File: src/rtl/hazard_scoreboard_if.sv
// Bundle between the decode-stage latches and the hazard scoreboard.
// Handshake: fd_valid/dx_valid qualify fd_ir/dx_ir; stall=1 means F/D is not accepted this cycle and D/X receives a bubble.
interface hazard_scoreboard_if #(
  parameter int CNT_W = 16
);
  logic [31:0]      fd_ir;
  logic             fd_valid;
  logic [31:0]      dx_ir;
  logic             dx_valid;
  logic             md_done;
  logic             stall;
  logic [1:0]       stall_cause;
  logic [CNT_W-1:0] stall_cycles;

  modport master (
    output fd_ir, fd_valid, dx_ir, dx_valid, md_done,
    input  stall, stall_cause, stall_cycles
  );

  modport slave (
    input  fd_ir, fd_valid, dx_ir, dx_valid, md_done,
    output stall, stall_cause, stall_cycles
  );
endinterface

File: src/rtl/hazard_scoreboard.sv
// Pipeline interlock: load-use countdown per register, mult/div busy tracking
// and a saturating stall-cycle counter.
module hazard_scoreboard #(
  parameter int LOAD_LAT         = 1,
  parameter int NUM_REGS         = 32,
  parameter int CNT_W            = 16,
  parameter int STORE_DATA_CHECK = 0
) (
  input logic                clock,
  input logic                reset,
  hazard_scoreboard_if.slave bus
);
  localparam logic [4:0] OP_R    = 5'b00000;
  localparam logic [4:0] OP_BNE  = 5'b00010;
  localparam logic [4:0] OP_JR   = 5'b00100;
  localparam logic [4:0] OP_ADDI = 5'b00101;
  localparam logic [4:0] OP_BLT  = 5'b00110;
  localparam logic [4:0] OP_SW   = 5'b00111;
  localparam logic [4:0] OP_LW   = 5'b01000;
  localparam logic [4:0] ALU_MUL = 5'b00110;
  localparam logic [4:0] ALU_DIV = 5'b00111;
  localparam logic [2:0] LD_INIT = 3'(LOAD_LAT - 1);

  logic [4:0] fd_op, fd_rd, fd_rs, fd_rt, fd_alu;
  logic [4:0] dx_op, dx_rd, dx_alu;
  logic [4:0] src_a, src_b, fd_dst;
  logic       fd_md, dx_md, dx_lw;
  logic       ld_pend, ld_hit, md_hit, stall_int;
  logic [1:0] cause_int;
  logic       unused_bits;

  logic [2:0]       ld_cnt [NUM_REGS];
  logic             md_busy;
  logic [4:0]       md_dst;
  logic [CNT_W-1:0] cycles_q;

  assign fd_op  = bus.fd_ir[31:27];
  assign fd_rd  = bus.fd_ir[26:22];
  assign fd_rs  = bus.fd_ir[21:17];
  assign fd_rt  = bus.fd_ir[16:12];
  assign fd_alu = bus.fd_ir[6:2];
  assign dx_op  = bus.dx_ir[31:27];
  assign dx_rd  = bus.dx_ir[26:22];
  assign dx_alu = bus.dx_ir[6:2];
  assign unused_bits = ^{bus.fd_ir[11:7], bus.fd_ir[1:0], bus.dx_ir[21:7], bus.dx_ir[1:0]};

  // Register 0 never participates in a hazard, on either side of the compare.
  function automatic logic reg_match(input logic [4:0] r, input logic [4:0] a, input logic [4:0] b);
    return (r != 5'd0) && ((r == a) || (r == b));
  endfunction

  always_comb begin
    src_a = 5'd0;
    src_b = 5'd0;
    case (fd_op)
      OP_R:          begin src_a = fd_rs; src_b = fd_rt; end
      OP_ADDI, OP_LW: src_a = fd_rs;
      OP_SW:         begin src_a = fd_rs; src_b = (STORE_DATA_CHECK != 0) ? fd_rd : 5'd0; end
      OP_BNE, OP_BLT: begin src_a = fd_rd; src_b = fd_rs; end
      OP_JR:         src_a = fd_rd;
      default:       ;
    endcase
  end

  assign fd_dst = (fd_op == OP_R || fd_op == OP_ADDI || fd_op == OP_LW) ? fd_rd : 5'd0;
  assign fd_md  = (fd_op == OP_R) && (fd_alu == ALU_MUL || fd_alu == ALU_DIV);
  assign dx_md  = bus.dx_valid && (dx_op == OP_R) && (dx_alu == ALU_MUL || dx_alu == ALU_DIV);
  assign dx_lw  = bus.dx_valid && (dx_op == OP_LW);

  // ld_cnt[0] is never loaded, so scanning it is harmless.
  always_comb begin
    ld_pend = 1'b0;
    for (int i = 0; i < NUM_REGS; i++) begin
      if (ld_cnt[i] != 3'd0 && (src_a == 5'(i) || src_b == 5'(i))) ld_pend = 1'b1;
    end
  end

  assign ld_hit = (dx_lw && reg_match(dx_rd, src_a, src_b)) || ld_pend;
  assign md_hit = (md_busy && (reg_match(md_dst, src_a, src_b) || reg_match(md_dst, fd_dst, fd_dst) || fd_md))
               || (dx_md && (reg_match(dx_rd, src_a, src_b) || reg_match(dx_rd, fd_dst, fd_dst) || fd_md));
  assign stall_int = bus.fd_valid && (ld_hit || md_hit);

  always_comb begin
    cause_int = 2'b00;
    if (stall_int) cause_int = ld_hit ? 2'b01 : 2'b10;
  end

  always_ff @(posedge clock) begin
    if (!reset) begin
      for (int i = 0; i < NUM_REGS; i++) ld_cnt[i] <= 3'd0;
      md_busy  <= 1'b0;
      md_dst   <= 5'd0;
      cycles_q <= '0;
    end else begin
      for (int i = 0; i < NUM_REGS; i++) begin
        if (dx_lw && dx_rd != 5'd0 && dx_rd == 5'(i)) ld_cnt[i] <= LD_INIT;
        else if (ld_cnt[i] != 3'd0)                  ld_cnt[i] <= ld_cnt[i] - 3'd1;
      end
      // A new mult/div start takes precedence over a completion in the same cycle.
      if (dx_md) begin
        md_busy <= 1'b1;
        md_dst  <= dx_rd;
      end else if (bus.md_done) begin
        md_busy <= 1'b0;
      end
      if (stall_int && cycles_q != '1) cycles_q <= cycles_q + CNT_W'(1);
    end
  end

  assign bus.stall        = stall_int;
  assign bus.stall_cause  = cause_int;
  assign bus.stall_cycles = cycles_q;
endmodule

File: src/flat_wrapper.sv
// flat-port wrapper written by rule: the top's interface ports become plain ports
module hazard_scoreboard_flat 
#(
  parameter int LOAD_LAT         = 1,
  parameter int NUM_REGS         = 32,
  parameter int CNT_W            = 16,
  parameter int STORE_DATA_CHECK = 0
)
  (clock, reset, bus_fd_ir, bus_fd_valid, bus_dx_ir, bus_dx_valid, bus_md_done, bus_stall, bus_stall_cause, bus_stall_cycles);
  hazard_scoreboard_if #(.CNT_W(CNT_W)) bus_i ();
  input logic clock;
  input logic reset;
  input wire logic [$bits(bus_i.fd_ir)-1:0] bus_fd_ir;
  input wire logic [$bits(bus_i.fd_valid)-1:0] bus_fd_valid;
  input wire logic [$bits(bus_i.dx_ir)-1:0] bus_dx_ir;
  input wire logic [$bits(bus_i.dx_valid)-1:0] bus_dx_valid;
  input wire logic [$bits(bus_i.md_done)-1:0] bus_md_done;
  output wire logic [$bits(bus_i.stall)-1:0] bus_stall;
  output wire logic [$bits(bus_i.stall_cause)-1:0] bus_stall_cause;
  output wire logic [$bits(bus_i.stall_cycles)-1:0] bus_stall_cycles;
  assign bus_i.fd_ir = bus_fd_ir;
  assign bus_i.fd_valid = bus_fd_valid;
  assign bus_i.dx_ir = bus_dx_ir;
  assign bus_i.dx_valid = bus_dx_valid;
  assign bus_i.md_done = bus_md_done;
  assign bus_stall = bus_i.stall;
  assign bus_stall_cause = bus_i.stall_cause;
  assign bus_stall_cycles = bus_i.stall_cycles;
  hazard_scoreboard #(.LOAD_LAT(LOAD_LAT), .NUM_REGS(NUM_REGS), .CNT_W(CNT_W), .STORE_DATA_CHECK(STORE_DATA_CHECK)) u_core (.clock(clock), .reset(reset), .bus(bus_i));
endmodule
File: config.mk
export PLATFORM = sky130hd
export DESIGN_NAME = hazard_scoreboard_flat
export DESIGN_NICKNAME = d
export VERILOG_FILES = /design/src/rtl/hazard_scoreboard_if.sv /design/src/rtl/hazard_scoreboard.sv /design/src/flat_wrapper.sv
export SDC_FILE = /design/constraint.sdc
export NUM_CORES = 1
export LEC_CHECK = 0
export ABC_AREA = 1
export BUFFER_PORTS_ARGS = -buffer_cell sky130_fd_sc_hd__clkbuf_2
export CAP_MARGIN = 25
export CORE_MARGIN = 1.5
export CORE_UTILIZATION = 25
export DETAILED_ROUTE_END_ITERATION = 6
export GPL_ROUTABILITY_DRIVEN = 0
export GPL_TIMING_DRIVEN = 0
export PLACE_DENSITY = 0.45
export REMOVE_ABC_BUFFERS = 1
export SYNTH_ARGS = -nofsm -noshare
export SYNTH_HDL_FRONTEND = slang
export SYNTH_SLANG_ARGS = --single-unit
File: constraint.sdc
create_clock -name clock -period 4.5 [get_ports clock]
set_input_delay 0.9 -clock clock [delete_from_list [all_inputs] [get_ports clock]]
set_output_delay 0.9 -clock clock [all_outputs]
set_load 0.03 [all_outputs]
==> results of run 1 <==
==> cells in the final DEF, fill, tap and decap left out, drive strengths merged <==
| cell type | synthesis | final |
|---|---|---|
| and3 | 1 | 1 |
| nor3 | 7 | 7 |
| ha | 65 | 65 |
| o21ai | 22 | 22 |
| dfxtp | 22 | 22 |
| a21oi | 27 | 27 |
| edfxtp | 96 | 96 |
| xor2 | 39 | 39 |
| nor2 | 210 | 210 |
| nand3 | 79 | 79 |
| nor4 | 3 | 3 |
| clkbuf | 11 | 84 |
| xnor2 | 34 | 34 |
| a31oi | 5 | 5 |
| nand2 | 259 | 259 |
| o31ai | 8 | 8 |
| inv | 203 | 209 |
| buf | 10 | 3 |
| nand4 | 16 | 16 |
| clkinv | 1 | 4 |
==> worst min-delay path by stage <==
stage                                        startpoint                                  endpoint  slack, ps
2_1_floorplan               u_core.md_busy$_SDFFE_PN0P_               u_core.md_busy$_SDFFE_PN0P_        440
3_3_place_gp   u_core.bus.stall_cycles[15]$_SDFFE_PN0P_  u_core.bus.stall_cycles[15]$_SDFFE_PN0P_        470
3_5_place_dp                u_core.md_busy$_SDFFE_PN0P_               u_core.md_busy$_SDFFE_PN0P_        470
4_1_cts                     u_core.md_busy$_SDFFE_PN0P_               u_core.md_busy$_SDFFE_PN0P_        480
5_1_grt                     u_core.md_busy$_SDFFE_PN0P_               u_core.md_busy$_SDFFE_PN0P_        500
6_report                    u_core.md_busy$_SDFFE_PN0P_               u_core.md_busy$_SDFFE_PN0P_        480
==> cells by family (layout without fill, tap and decap cells) <==
family | Yosys count | count (layout)
AOI/OAI and AO/OA | 62 | 62
xor gates and xnor gates | 73 | 73
adders and majority gates | 65 | 65
buffers and inverters | 225 | 300
DFF | 118 | 118
and+or+nand+nor | 575 | 575
==> area by class of cell <==
type / instances / area (sq um) / share of cell area (%)
multi-input combinational: 775 / 4340 / 43.6
sequential: 118 / 3320 / 33.4
inverter: 204 / 768 / 7.72
tap: 448 / 561 / 5.63
clock buffer: 23 / 547 / 5.50
timing repair buffer: 64 / 340 / 3.42
clock inverter: 9 / 71.3 / 0.717
==> registers in the layout (all words and copies together), names as in the netlist <==
signal,flops
u_core.bus.stall_cycles,16
u_core.md_busy,1
u_core.md_dst,5
u_core.ld_cnt,96
==> per-stage QoR <==
stage / std cells / hold slack (ps) / setup slack (ps) / setup TNS [ps]
finish: 1641 / 484 / 222 / 0
global route: 1641 / 496 / 13.7 / 0
CTS: 1640 / 483 / 52.6 / 0
detailed placement: 1606 / 474 / -354 / -354
global placement: 1606 / 471 / -436 / -552
floorplan: 1097 / 443 / 750 / 0
==> layer usage <==
layer	GRT usage, %	vias to the layer above
met1	16.4	3194
met4	4.28	0
li1	-	3623
met5	0	-
met3	2.26	24
met2	19.8	148
==> critical path: stages <==
cell	delay, ps
clkbuf_2	170
nor2_4	250
nand4_1	130
nand2_1	280
nor2_1	190
nand3_1	120
nand2_1	80
nand2_1	60
nand2_1	50
nor2_1	110
nand2_1	60
nor2_1	210
nand3_2	160
nand2_1	160
nand2_4	190
clkbuf_2	250
==> power groups by stage <==
stage | clock network, W | registers [W] | logic (W)
detailed placement | 0 | 0.00194 | 0.00191
global placement | 0 | 0.00192 | 0.00188
CTS | 0.00146 | 0.00191 | 0.00193
global route | 0.00150 | 0.00196 | 0.00225
floorplan | 0 | 0.00190 | 0.00145
finish | 0.00142 | 0.00191 | 0.00189
==> what timing repair did <==
item,in CTS,in global routing
gates cloned,0,0
setup endpoints to repair,2,1
gates resized for setup,2,2
buffers inserted,2,1
pin swaps,2,1
==> summary.md, run 1 <==
| Metric | Value |
|---|---|
| Largest family of logic cells by synthesized area | `simple AND/OR/NAND/NOR gates` |
| Via count | `6989` |
| Main area contributors after synthesis | `edfxtp_1, nand2_1, ha_1` |
| Synthesized area | `0.00853 sq mm` |
| Largest net degree at the start of global routing | `33` |
| First-pass GRT wire length | `34.7 mm` |
| Asr flop ratio synth | `0%` |
| Final Core Density | `29.7%` |
| # IOs | `88` |
| Int Pwr | `0.00329 W` |
| Max cap viols | `0` |
| CP Capture Type | `output pin` |
| Final #Nets | `1314` |
| CTS tree | `built` |
| Max Clock Skew | `15.1 ps` |
| Fin crit share | `95.1%` |
| TritonRoute pass-1 iters | `5` |
| CTS sink count | `118` |
| Headroom to the max-slew limit | `32.7%` |
| Worst Path Required | `3600 ps` |
| Fmax | `0.234 GHz` |
| Total Die Area | `0.0353 sq mm` |
| Psw | `0.00193 W` |
| Total gr overflow | `0` |
| CP arrival | `3380 ps` |
| Clk_lat worst skew | `430 ps` |
| Vias per cell | `4.26` |
| Fin crit period | `4280 ps` |
| Final Power | `0.00523 W` |
| Top cell type's share of synthesized area | `33.8%` |
| Vias in the first global route | `6989` |
| Num CTS Buffers | `17` |
| Area Growth Syn to Fin | `16.6%` |
| Syn_area_per_cell | `7.63 sq um` |
| Adder-Cell Fraction of Synth Area | `9.53%` |
| Met3 WL | `760 microns` |
| Post-synthesis simple-gate area fraction | `29.0%` |
| FF-to-FF path depth | `18` |
| Fin area | `0.00995 sq mm` |
| Number of flops mapped to enable cells by yosys | `96` |
| Row Count | `67` |
| Yosys warns | `0` |
| XOR/XNOR share of the synthesized area | `7.49%` |
| Maximum root-to-sink buffer count | `2` |
| Worst vdd ir | `0.217 mV` |
| Synth area leader | `edfxtp_1` |
| Worst r2r src | `u_core.ld_cnt[0][72]$_SDFFCE_PN0P_` |
| Cts hold-fix bufs | `0` |
| Wire length on met1 | `10.0 mm` |
| Sequential Power Share | `36.5%` |
| Sw frac | `37.0%` |
| Synth cell types | `32` |
| Crit Path Category | `in2out` |
| Power density over cell area | `525 mW/mm^2` |
| DP Area | `0.00927 sq mm` |
| FF+latch count, synth | `118` |
| Final Hold Viols | `0` |
| CTS H-tree depth | `4` |
| Routed WL | `20.4 mm` |
| Initial Utilization | `25.5%` |
| Worst setup path end | `bus_stall` |
| Endpoints failing setup | `0` |
| Antenna diodes | `0` |
| Count of pins over their slew limit | `0` |
| Worst Path Max Fanout | `20` |
| Clock slew at reported path FFs | `60 ps` |
| Initial antenna violation count | `0` |
| Status | `finished, final reports clean` |
| Post-synth top cells | `nand2_1, nor2_1, inv_1` |
| Crit start category | `input port` |
| Fraction of layout cells with a size suffix above 1 | `12.8%` |
| Routed wire per std cell | `12.4 microns` |
| IO Port Bufs | `61` |
| Filler instances | `3685` |
| Min-Delay Path Class | `reg2reg` |
| Residual DRC | `0` |
| Worst slew pin tran | `1010 ps` |
| Most numerous cell in the Yosys netlist | `nand2_1` |
| Hold path depth | `2` |
| Post-synthesis sequential area ratio | `38.9%` |
| Critical Path Source | `bus_fd_ir[28]` |
| Met2 wire length | `9.27 mm` |
| Leakage | `4.73 nW` |
| Post-synthesis mux area share | `0%` |
| Main synth FF type | `edfxtp_1` |
| Reg-to-reg endpoint | `u_core.bus.stall_cycles[2]$_SDFFE_PN0P_` |
| Mapped Cells | `1118` |
| DIE WIDTH | `188 microns` |
| ANT nets after route | `0` |
| Highest routed metal layer | `met4` |
| Root Buffer | `clkbuf_16` |
| R2r setup slk | `1810 ps` |
| DRT iter0 DRCs | `336` |
| Dpl hpwl | `15.5 mm` |
| Core area | `0.0335 sq mm` |
| Clock power share | `27.3%` |
| Synth Area in Compound Gates | `4.56%` |
| RSZ-0062 raised after global routing | `false` |
| Gate power share | `36.2%` |
| GRT Total Usage | `12.3%` |
| Die Y | `188 microns` |
No activity file was read; power rests on OpenSTA's default activity.
==> run 2, diff against run 1 <==
CORE_ASPECT_RATIO = 0.75   (was unset)
==> run 2 against run 1 <==
Via count stayed put. Critical path depth unchanged. Worst setup slack got worse by 5.8 ps. Core utilization about the same. Fmax shrank 0.14%. Clock power is essentially flat. Combinational power about the same. Die area about the same. Global-route usage about the same. Count of clock-buffer cells in the layout rose by 1.
==> summary.md, run 2 (same netlist as run 1, synthesis figures left out) <==
| Metric | Value |
|---|---|
| Vias per cell | `4.24` |
| Min-Delay Path Class | `reg2reg` |
| Most frequent cells in the layout | `nand2_1, nor2_1, inv_1, edfxtp_1, nand3_1` |
| Largest net degree at the start of global routing | `33` |
| Max reg flops | `96` |
| DP Area | `0.00927 sq mm` |
| Crit start category | `input port` |
| Core area | `0.0336 sq mm` |
| Worst vdd ir | `0.322 mV` |
| Num CTS Buffers | `17` |
| Routed wire per std cell | `12.6 microns` |
| Status | `finished, final reports clean` |
| IO Port Bufs | `61` |
| Fin crit share | `95.2%` |
| Via count | `6989` |
| DRT iter0 DRCs | `398` |
| Area Growth Syn to Fin | `16.8%` |
| Initial Utilization | `25.4%` |
| Cts hold-fix bufs | `0` |
| Initial antenna violation count | `0` |
| GRT Total Usage | `12.3%` |
| Endpoints failing setup | `0` |
| First-pass GRT wire length | `34.1 mm` |
| Filler instances | `3633` |
| Final #Nets | `1318` |
| Final worst setup slack | `216 ps` |
| Maximum root-to-sink buffer count | `2` |
| Headroom to the max-slew limit | `49.9%` |
| CP arrival | `3380 ps` |
| Fin cells | `1647` |
| Residual DRC | `0` |
| TritonRoute pass-1 iters | `5` |
| Final Hold Viols | `0` |
| Fmax | `0.233 GHz` |
| Antenna diodes | `0` |
| DIE WIDTH | `216 microns` |
| Final Core Density | `29.7%` |
| Root Buffer | `clkbuf_16` |
| Fin area | `0.00997 sq mm` |
| CP Capture Type | `output pin` |
| Clk_lat worst skew | `420 ps` |
| Worst Path Required | `3600 ps` |
| Count of pins over their slew limit | `0` |
| RSZ-0062 raised after global routing | `false` |
| Worst Path Max Fanout | `20` |
| CTS H-tree depth | `4` |
| Row Count | `58` |
| Commonest non-fill, non-tap cell in the layout | `nand2_1` |
| Dpl hpwl | `16.0 mm` |
| DP Cell Count | `1608` |
| Max cap viols | `0` |
| ANT nets after route | `0` |
| Fraction of layout cells with a size suffix above 1 | `13.1%` |
| Power density over cell area | `524 mW/mm^2` |
| Crit Path Category | `in2out` |
| Pre-CTS WS | `-415 ps` |
| Vias in the first global route | `6635` |
| Max Clock Skew | `12.3 ps` |
| Leakage | `4.75 nW` |
| Clock slew at reported path FFs | `50 ps` |
| Total Die Area | `0.0353 sq mm` |
| Worst slew pin tran | `749 ps` |
| Routed WL | `20.8 mm` |
| CTS sink count | `118` |
| CTS tree | `built` |
| Total gr overflow | `0` |
| Die Y | `163 microns` |
| # IOs | `88` |
| Biggest register | `u_core.ld_cnt` |
| Fin crit period | `4280 ps` |
| Setup TNS | `0 ps` |
## run 2: cell count changes in the layout (fill, tap and decap cells not counted), sizes merged
cell,previous run,this run
buf,3,7
inv,209,205
clkinv,4,7
clkbuf,84,85
## run 2: worst paths after layout
kind	depth (start not counted)	from	end	slack (ps)
worst min-delay path	2	u_core.md_busy$_SDFFE_PN0P_	u_core.md_busy$_SDFFE_PN0P_	460
worst max-delay path	16	bus_fd_ir[28]	bus_stall	220
worst max register to register	18	u_core.ld_cnt[0][84]$_SDFFCE_PN0P_	u_core.bus.stall_cycles[9]$_SDFFE_PN0P_	1760
worst min register to register	2	u_core.md_busy$_SDFFE_PN0P_	u_core.md_busy$_SDFFE_PN0P_	460
## run 2: critical path: stages
cell	delay [ps]
clkbuf_2	160
nor2_4	240
nand3_2	150
o21ai_4	270
nor2_1	200
nand3_1	110
nand2_1	80
nand2_1	60
nand2_1	50
nor2_1	90
nand2_1	70
nor2_1	230
nand3_2	170
nand2_1	160
nand2_4	190
clkbuf_2	240
## run 2: routing by layer
layer | up-vias | global-route usage [%] | routed length (microns) | part of all wire, %
met4 | 0 | 3.03 | 216 | 1.0
met1 | 3185 | 18.0 | 10800 | 52
met3 | 17 | 2.38 | 1120 | 5.4
met2 | 168 | 18.4 | 8670 | 42
met5 | - | 0 | 0 | 0
li1 | 3619 | - | - | -
## run 2: repair_timing
action	4_1_cts	5_1_grt
pin swaps	2	1
endpoints found under the setup margin	3	1
hold endpoints to repair	0	0
cloned	0	0
resized for setup	2	2
buffers inserted	2	4
## run 2: per-stage QoR
step / hold slack (ps) / power, W
floorplan: 443 / 0.00335
finish: 465 / 0.00522
global placement: 456 / 0.00382
global route: 505 / 0.00568
CTS: 466 / 0.00529
detailed placement: 457 / 0.00385
## run 2: cell type report
cell class	instances	area (sq um)	share of cell area, %
Clock inverter	8	53.8	0.540
Tap cell	450	563	5.65
Sequential cell	118	3320	33.3
Multi-Input combinational cell	775	4340	43.5
Inverter	204	768	7.71
Clock buffer	24	561	5.62
Timing Repair Buffer	68	365	3.66
## run 2: power by group
group	switching [W]	total (W)	internal [W]	leakage [nW]
logic	0.00123	0.00191	0.000681	3.19
clock network	0.000527	0.00140	0.000873	0.311
registers	0.000163	0.00191	0.00174	1.24
total	0.00192	0.00522	0.00330	4.75
